[config.mk]
export PLATFORM = sky130hd
export DESIGN_NAME = uart_rx_fifo_flat
export DESIGN_NICKNAME = d
export VERILOG_FILES = /design/src/rtl/uart_rx_fifo_if.sv /design/src/rtl/uart_rx_fifo.sv /design/src/flat_wrapper.sv
export SDC_FILE = /design/constraint.sdc
export NUM_CORES = 1
export LEC_CHECK = 0
export CORE_UTILIZATION = 40
export DETAILED_ROUTE_END_ITERATION = 10
export SLEW_MARGIN = 30
export SYNTH_ARGS = -nofsm -noshare
export SYNTH_HDL_FRONTEND = slang
export SYNTH_SLANG_ARGS = --single-unit
[constraint.sdc]
create_clock -name i_clk -period 4.4 [get_ports i_clk]
set_input_delay 0.88 -clock i_clk [delete_from_list [all_inputs] [get_ports i_clk]]
set_output_delay 0.88 -clock i_clk [all_outputs]
set_load 0.1 [all_outputs]
[src/rtl/uart_rx_fifo_if.sv]
// Handshake bundle between the UART receiver/consumer side and the receive FIFO.
interface uart_rx_fifo_if #(
  parameter int unsigned N_DATA_BITS = 8,
  parameter int unsigned DEPTH       = 16
);
  localparam int unsigned CW = $clog2(DEPTH) + 1;

  logic [N_DATA_BITS-1:0] i_data;
  logic                   i_data_valid;
  logic                   i_rd_ready;
  logic                   i_clr_overrun;
  logic [N_DATA_BITS-1:0] o_rd_data;
  logic                   o_rd_valid;
  logic [CW-1:0]          o_count;
  logic                   o_empty;
  logic                   o_full;
  logic                   o_almost_full;
  logic                   o_overrun;
  logic [7:0]             o_drop_count;

  // FIFO side
  modport slave (
    input  i_data, i_data_valid, i_rd_ready, i_clr_overrun,
    output o_rd_data, o_rd_valid, o_count, o_empty, o_full,
           o_almost_full, o_overrun, o_drop_count
  );

  // Receiver / consumer side
  modport master (
    output i_data, i_data_valid, i_rd_ready, i_clr_overrun,
    input  o_rd_data, o_rd_valid, o_count, o_empty, o_full,
           o_almost_full, o_overrun, o_drop_count
  );
endinterface

[src/rtl/uart_rx_fifo.sv]
// Receive FIFO behind a UART receiver: edge-triggered capture, first-word-fall-through
// read port, registered occupancy flags and sticky overrun with saturating drop count.
module uart_rx_fifo #(
  parameter int unsigned N_DATA_BITS       = 8,
  parameter int unsigned DEPTH             = 16,
  parameter int unsigned ALMOST_FULL_LEVEL = 12
) (
  input  logic          i_clk,
  input  logic          i_reset,
  uart_rx_fifo_if.slave bus
);
  localparam int unsigned AW = $clog2(DEPTH);
  localparam int unsigned PW = AW + 1;
  localparam int unsigned DW = 8;

  logic [N_DATA_BITS-1:0] mem [DEPTH];

  logic [PW-1:0]          wr_ptr, rd_ptr, count_q;
  logic                   valid_q, empty_q, full_q, afull_q, overrun_q;
  logic [DW-1:0]          drop_q;
  logic [N_DATA_BITS-1:0] rd_data_q;

  logic [PW-1:0]          wr_ptr_nxt, rd_ptr_nxt, count_nxt;
  logic                   wr_stb, pop, push, drop;
  logic                   empty_nxt, full_nxt, afull_nxt, overrun_nxt;
  logic [DW-1:0]          drop_nxt;
  logic [N_DATA_BITS-1:0] rd_data_nxt;

  // Next-state for pointers, flags, head word and overrun tracking
  always_comb begin
    wr_stb      = bus.i_data_valid & ~valid_q;
    pop         = ~empty_q & bus.i_rd_ready;
    push        = wr_stb & (~full_q | pop);
    drop        = wr_stb & full_q & ~pop;

    wr_ptr_nxt  = wr_ptr + PW'(push);
    rd_ptr_nxt  = rd_ptr + PW'(pop);
    count_nxt   = wr_ptr_nxt - rd_ptr_nxt;
    empty_nxt   = (wr_ptr_nxt == rd_ptr_nxt);
    full_nxt    = (wr_ptr_nxt[AW-1:0] == rd_ptr_nxt[AW-1:0]) &&
                  (wr_ptr_nxt[AW] != rd_ptr_nxt[AW]);
    afull_nxt   = (count_nxt >= PW'(ALMOST_FULL_LEVEL));

    // Head register must see a word landing in the slot it is about to expose
    if (push && (wr_ptr[AW-1:0] == rd_ptr_nxt[AW-1:0]))
      rd_data_nxt = bus.i_data;
    else
      rd_data_nxt = mem[rd_ptr_nxt[AW-1:0]];

    overrun_nxt = overrun_q;
    drop_nxt    = drop_q;
    if (drop) begin
      overrun_nxt = 1'b1;
      if (bus.i_clr_overrun)
        drop_nxt = DW'(1);
      else if (drop_q != {DW{1'b1}})
        drop_nxt = drop_q + DW'(1);
    end else if (bus.i_clr_overrun) begin
      overrun_nxt = 1'b0;
      drop_nxt    = '0;
    end
  end

  // Control and status registers
  always_ff @(posedge i_clk or posedge i_reset) begin
    if (i_reset) begin
      wr_ptr    <= '0;
      rd_ptr    <= '0;
      count_q   <= '0;
      valid_q   <= 1'b1;
      empty_q   <= 1'b1;
      full_q    <= 1'b0;
      afull_q   <= 1'b0;
      overrun_q <= 1'b0;
      drop_q    <= '0;
      rd_data_q <= '0;
    end else begin
      wr_ptr    <= wr_ptr_nxt;
      rd_ptr    <= rd_ptr_nxt;
      count_q   <= count_nxt;
      valid_q   <= bus.i_data_valid;
      empty_q   <= empty_nxt;
      full_q    <= full_nxt;
      afull_q   <= afull_nxt;
      overrun_q <= overrun_nxt;
      drop_q    <= drop_nxt;
      rd_data_q <= rd_data_nxt;
    end
  end

  // Storage array; contents are meaningless once pointers are reset
  always_ff @(posedge i_clk) begin
    if (push)
      mem[wr_ptr[AW-1:0]] <= bus.i_data;
  end

  assign bus.o_rd_data     = rd_data_q;
  assign bus.o_rd_valid    = ~empty_q;
  assign bus.o_count       = count_q;
  assign bus.o_empty       = empty_q;
  assign bus.o_full        = full_q;
  assign bus.o_almost_full = afull_q;
  assign bus.o_overrun     = overrun_q;
  assign bus.o_drop_count  = drop_q;
endmodule

[src/flat_wrapper.sv]
// flat-port wrapper written by rule: the top's interface ports become plain ports
module uart_rx_fifo_flat 
#(
  parameter int unsigned N_DATA_BITS       = 8,
  parameter int unsigned DEPTH             = 16,
  parameter int unsigned ALMOST_FULL_LEVEL = 12
)
  (i_clk, i_reset, bus_i_data, bus_i_data_valid, bus_i_rd_ready, bus_i_clr_overrun, bus_o_rd_data, bus_o_rd_valid, bus_o_count, bus_o_empty, bus_o_full, bus_o_almost_full, bus_o_overrun, bus_o_drop_count);
  uart_rx_fifo_if #(.N_DATA_BITS(N_DATA_BITS), .DEPTH(DEPTH)) bus_i ();
  input  logic i_clk;
  input  logic i_reset;
  input wire logic [$bits(bus_i.i_data)-1:0] bus_i_data;
  input wire logic [$bits(bus_i.i_data_valid)-1:0] bus_i_data_valid;
  input wire logic [$bits(bus_i.i_rd_ready)-1:0] bus_i_rd_ready;
  input wire logic [$bits(bus_i.i_clr_overrun)-1:0] bus_i_clr_overrun;
  output wire logic [$bits(bus_i.o_rd_data)-1:0] bus_o_rd_data;
  output wire logic [$bits(bus_i.o_rd_valid)-1:0] bus_o_rd_valid;
  output wire logic [$bits(bus_i.o_count)-1:0] bus_o_count;
  output wire logic [$bits(bus_i.o_empty)-1:0] bus_o_empty;
  output wire logic [$bits(bus_i.o_full)-1:0] bus_o_full;
  output wire logic [$bits(bus_i.o_almost_full)-1:0] bus_o_almost_full;
  output wire logic [$bits(bus_i.o_overrun)-1:0] bus_o_overrun;
  output wire logic [$bits(bus_i.o_drop_count)-1:0] bus_o_drop_count;
  assign bus_i.i_data = bus_i_data;
  assign bus_i.i_data_valid = bus_i_data_valid;
  assign bus_i.i_rd_ready = bus_i_rd_ready;
  assign bus_i.i_clr_overrun = bus_i_clr_overrun;
  assign bus_o_rd_data = bus_i.o_rd_data;
  assign bus_o_rd_valid = bus_i.o_rd_valid;
  assign bus_o_count = bus_i.o_count;
  assign bus_o_empty = bus_i.o_empty;
  assign bus_o_full = bus_i.o_full;
  assign bus_o_almost_full = bus_i.o_almost_full;
  assign bus_o_overrun = bus_i.o_overrun;
  assign bus_o_drop_count = bus_i.o_drop_count;
  uart_rx_fifo #(.N_DATA_BITS(N_DATA_BITS), .DEPTH(DEPTH), .ALMOST_FULL_LEVEL(ALMOST_FULL_LEVEL)) u_core (.i_clk(i_clk), .i_reset(i_reset), .bus(bus_i));
endmodule
==> key figures <==
Outcome
  – Status: finished clean

Critical path
  – CP max stage cell: o21ai_1
  – Worst Path Buf+Inv: 3
  – Crit. End Element: register
  – Critical Path AT: 3.79 ns
  – Reg2Reg Depth: 12
  – Levels on crit path: 13
  – Critical-path cell list: clkdlybuf4s50_1 -> nand2b_1 -> inv_1 -> o21ai_1 -> inv_1 -> ha_1 -> nand2_1 -> xnor2_1 -> ha_1 -> nor2b_1 -> or3_1 -> o211a_1 -> or2_2
  – Setup CP Type: in -> reg
  – Startpoint Class: input pin
  – WP data required: 4.70 ns
  – Worst stage delay on the critical path: 0.43 ns
  – Reg2Reg Capture Point: u_core.bus.o_count[4]
  – CP top delay family: simple AND/OR/NAND/NOR gates
  – Reg2reg setup slack: 1.21 ns
  – FF-to-FF Start: u_core.bus.o_empty
  – Critical path peak fanout: 6

CTS
  – Bufs on Longest Clock Path: 2
  – # resized after CTS: 0
  – CTS tree: yes
  – Cts bufs inserted: 17
  – # hold bufs at CTS: 0
  – Clock latency on the worst-skew pair: 0.42 ns
  – Post-CTS setup buffers: 0
  – Clk slew on worst S/H paths: 0.06 ns
  – Clock sink total: 164
  – H-tree depth: 4
  – CTS root buf: clkbuf_16

Global route
  – Gr usage total: 16.7%
  – First-pass GRT wire length: 21.2 mm
  – Largest net degree at the start of global routing: 36
  – Antenna violations before repair: 0
  – Grt ovf: 0
  – Number of global-route vias before repair: 3624

STA
  – Post-route setup TNS: 0 ns
  – RSZ-0062 raised after global routing: false
  – Worst clock skew: 0.00760 ns
  – Slew @ Worst Pin: 0.982 ns
  – Relative slew slack: 34.3%
  – Period utilization: 79.1%
  – Final slew viol count: 0
  – Fmax: 287 MHz
  – Final Hold Viols: 0
  – Final setup margin: 0.918 ns
  – Setup-failing EPs final: 0
  – Minimum clock period: 3.48 ns

Drt
  – Final wirelength: 13.5 mm
  – DRC viols: 0
  – Initial DRC Count: 262
  – Vias per cell: 5.20
  – Routed Antenna Nets: 0
  – DR vias: 3544
  – DR pass1 iterations: 4
  – Routed WL per cell: 19.8 um

Die
  – Die area: 17500 um2
  – # rows: 47
  – Die width: 132 um
  – Core Box Area: 16600 um2
  – IO Count: 39
  – Starting density of the core: 41.0%
  – Die extent in y: 132 um

Synth
  – Synth warn: 0
  – Cell Area, Synth: 6790 um2
  – Synth cell types: 43
  – Register area share after synthesis: 69.9%
  – Syn Inst Count: 395
  – Synth Net Count: 418
  – Register bit total from synthesis: 164
  – Syn Area/Cell: 17.2 um2

Worst hold path
  – Hold EP: u_core.bus.o_overrun
  – HP Class: reg -> reg
  – Hold path startpoint: u_core.bus.o_overrun
  – Hold Path Stages: 2

Pwr
  – Leakage power: 0.00289 uW
  – Post-layout total power: 6390 uW
  – Worst vdd ir: 507 uV
  – Pwr dens: 791 nW/um2

Placed design
  – Post-DP HPWL: 8.43 mm
  – DP Worst Slack: 0.515 ns
  – Placed Area: 7470 um2
  – RePlAce Congestion: 0.760
  – Port bufs: 38

Final layout
  – Most frequent cells in the layout: edfxtp_1 (128), nand2_1 (38), clkdlybuf4s50_1 (38)
  – Commonest non-fill, non-tap cell in the layout: edfxtp_1
  – Post-route cell area: 8070 um2
  – Layout cells sized above 1: 15.6%
  – Layout area overhead: 18.8%
  – Layout Utilization: 48.7%
  – NumNets Final: 472
  – Antenna diode count: 0

Flow run
  – # Max-Cap Violations: 0
-- report_power, final --
group          switching [uW]  internal, uW  total [uW]
Sequential                121          1880        2010
Combinational            1750          1140        2880
Clock                     582           915        1500
-- worst max path at each step --
stage                       start               endpoint  slack [ns]
2_1_floorplan  u_core.bus.o_empty  u_core.bus.o_count[4]        1.14
3_3_place_gp       bus_i_rd_ready  u_core.bus.o_count[4]        0.61
3_5_place_dp       bus_i_rd_ready  u_core.bus.o_count[4]        0.51
4_1_cts            bus_i_rd_ready  u_core.bus.o_count[4]        0.95
5_1_grt            bus_i_rd_ready  u_core.bus.o_count[4]        0.77
6_report           bus_i_rd_ready  u_core.bus.o_count[4]        0.92
-- synth_stat cells --
master	count	area (um2)
nor2b_1	2	12.5
nor4_1	6	37.5
ha_1	9	113
nor3b_1	2	15.0
clkinv_1	2	7.51
buf_6	2	22.5
o32ai_1	1	8.76
fa_1	1	20.0
o21bai_1	1	7.51
inv_1	17	63.8
buf_12	2	40.0
nor3_1	7	35.0
xor2_1	8	70.1
nand2_1	38	143
xnor2_1	14	123
xnor2_2	1	16.3
nand4_1	3	18.8
o21ai_1	1	5.00
buf_1	2	7.51
buf_4	1	7.51
nand3_1	9	45.0
dfrtp_1	34	851
mux4_2	13	293
a31oi_1	8	50.1
and3_1	8	50.1
a211oi_1	1	7.51
mux4_1	19	499
buf_2	8	40.0
clkbuf_1	2	7.51
or2_2	2	12.5
edfxtp_1	128	3840
nor4b_1	1	8.76
a211o_1	1	8.76
mux2_2	8	90.1
nand2b_1	3	18.8
a21oi_1	2	10.0
nor2_1	20	75.1
dfstp_2	2	52.6
xnor3_1	1	22.5
or3_1	1	6.26
o211a_1	1	10.0
nand3b_1	1	7.51
o21ai_0	2	10.0
-- layer usage --
layer  wire length [um]  up-vias  track usage, %
met3                675        9            4.65
met5                  0        -               0
li1                   -     1625               -
met1               6260     1830            22.7
met2               6460       80            26.2
met4                131        0            4.98
-- worst reg2reg max path, stage by stage (launching register included) --
cell,delay (ns)
dfstp_2,0.54
nand2b_1,0.12
inv_1,0.06
o21ai_1,0.43
inv_1,0.20
ha_1,0.25
nand2_1,0.16
xnor2_1,0.09
ha_1,0.35
nor2b_1,0.15
or3_1,0.30
o211a_1,0.13
or2_2,0.29
-- flip-flops by register name (all words and copies together), names as in the netlist, 5 cells and up --
signal	cells
u_core.bus.o_drop_count	8
u_core.bus.o_rd_data	8
u_core.wr_ptr	5
u_core.bus.o_count	5
u_core.rd_ptr	5
u_core.mem	128
-- per-stage QoR --
stage	hold WS (ns)	cells
6_report	0.537	682
5_1_grt	0.580	682
4_1_cts	0.547	682
3_5_place_dp	0.527	650
3_3_place_gp	0.500	650
2_1_floorplan	0.477	395
-- cell type report --
class / count / area, um2
Inverter: 19 / 71.3
Clock inverter: 10 / 146
Clock buffer: 22 / 454
Tap cell: 220 / 275
Timing Repair Buffer: 52 / 510
Sequential cell: 164 / 4750
Multi-Input combinational cell: 195 / 1860
Fill cell: 1408 / 8510
-- cells by family (layout without fill, tap and decap cells) --
| logic type | count (synthesis) | after routing | synth area share, % |
|---|---|---|---|
| flops | 164 | 164 | 69.9 |
| simple gates | 103 | 103 | 7.15 |
| compound gates | 18 | 18 | 1.73 |
| mux | 40 | 40 | 13.0 |
| xor+xnor | 24 | 24 | 3.41 |
| fa+ha+maj | 10 | 10 | 1.95 |
| buf+inv | 36 | 103 | 2.89 |
No activity file was read; power rests on OpenSTA's default activity.
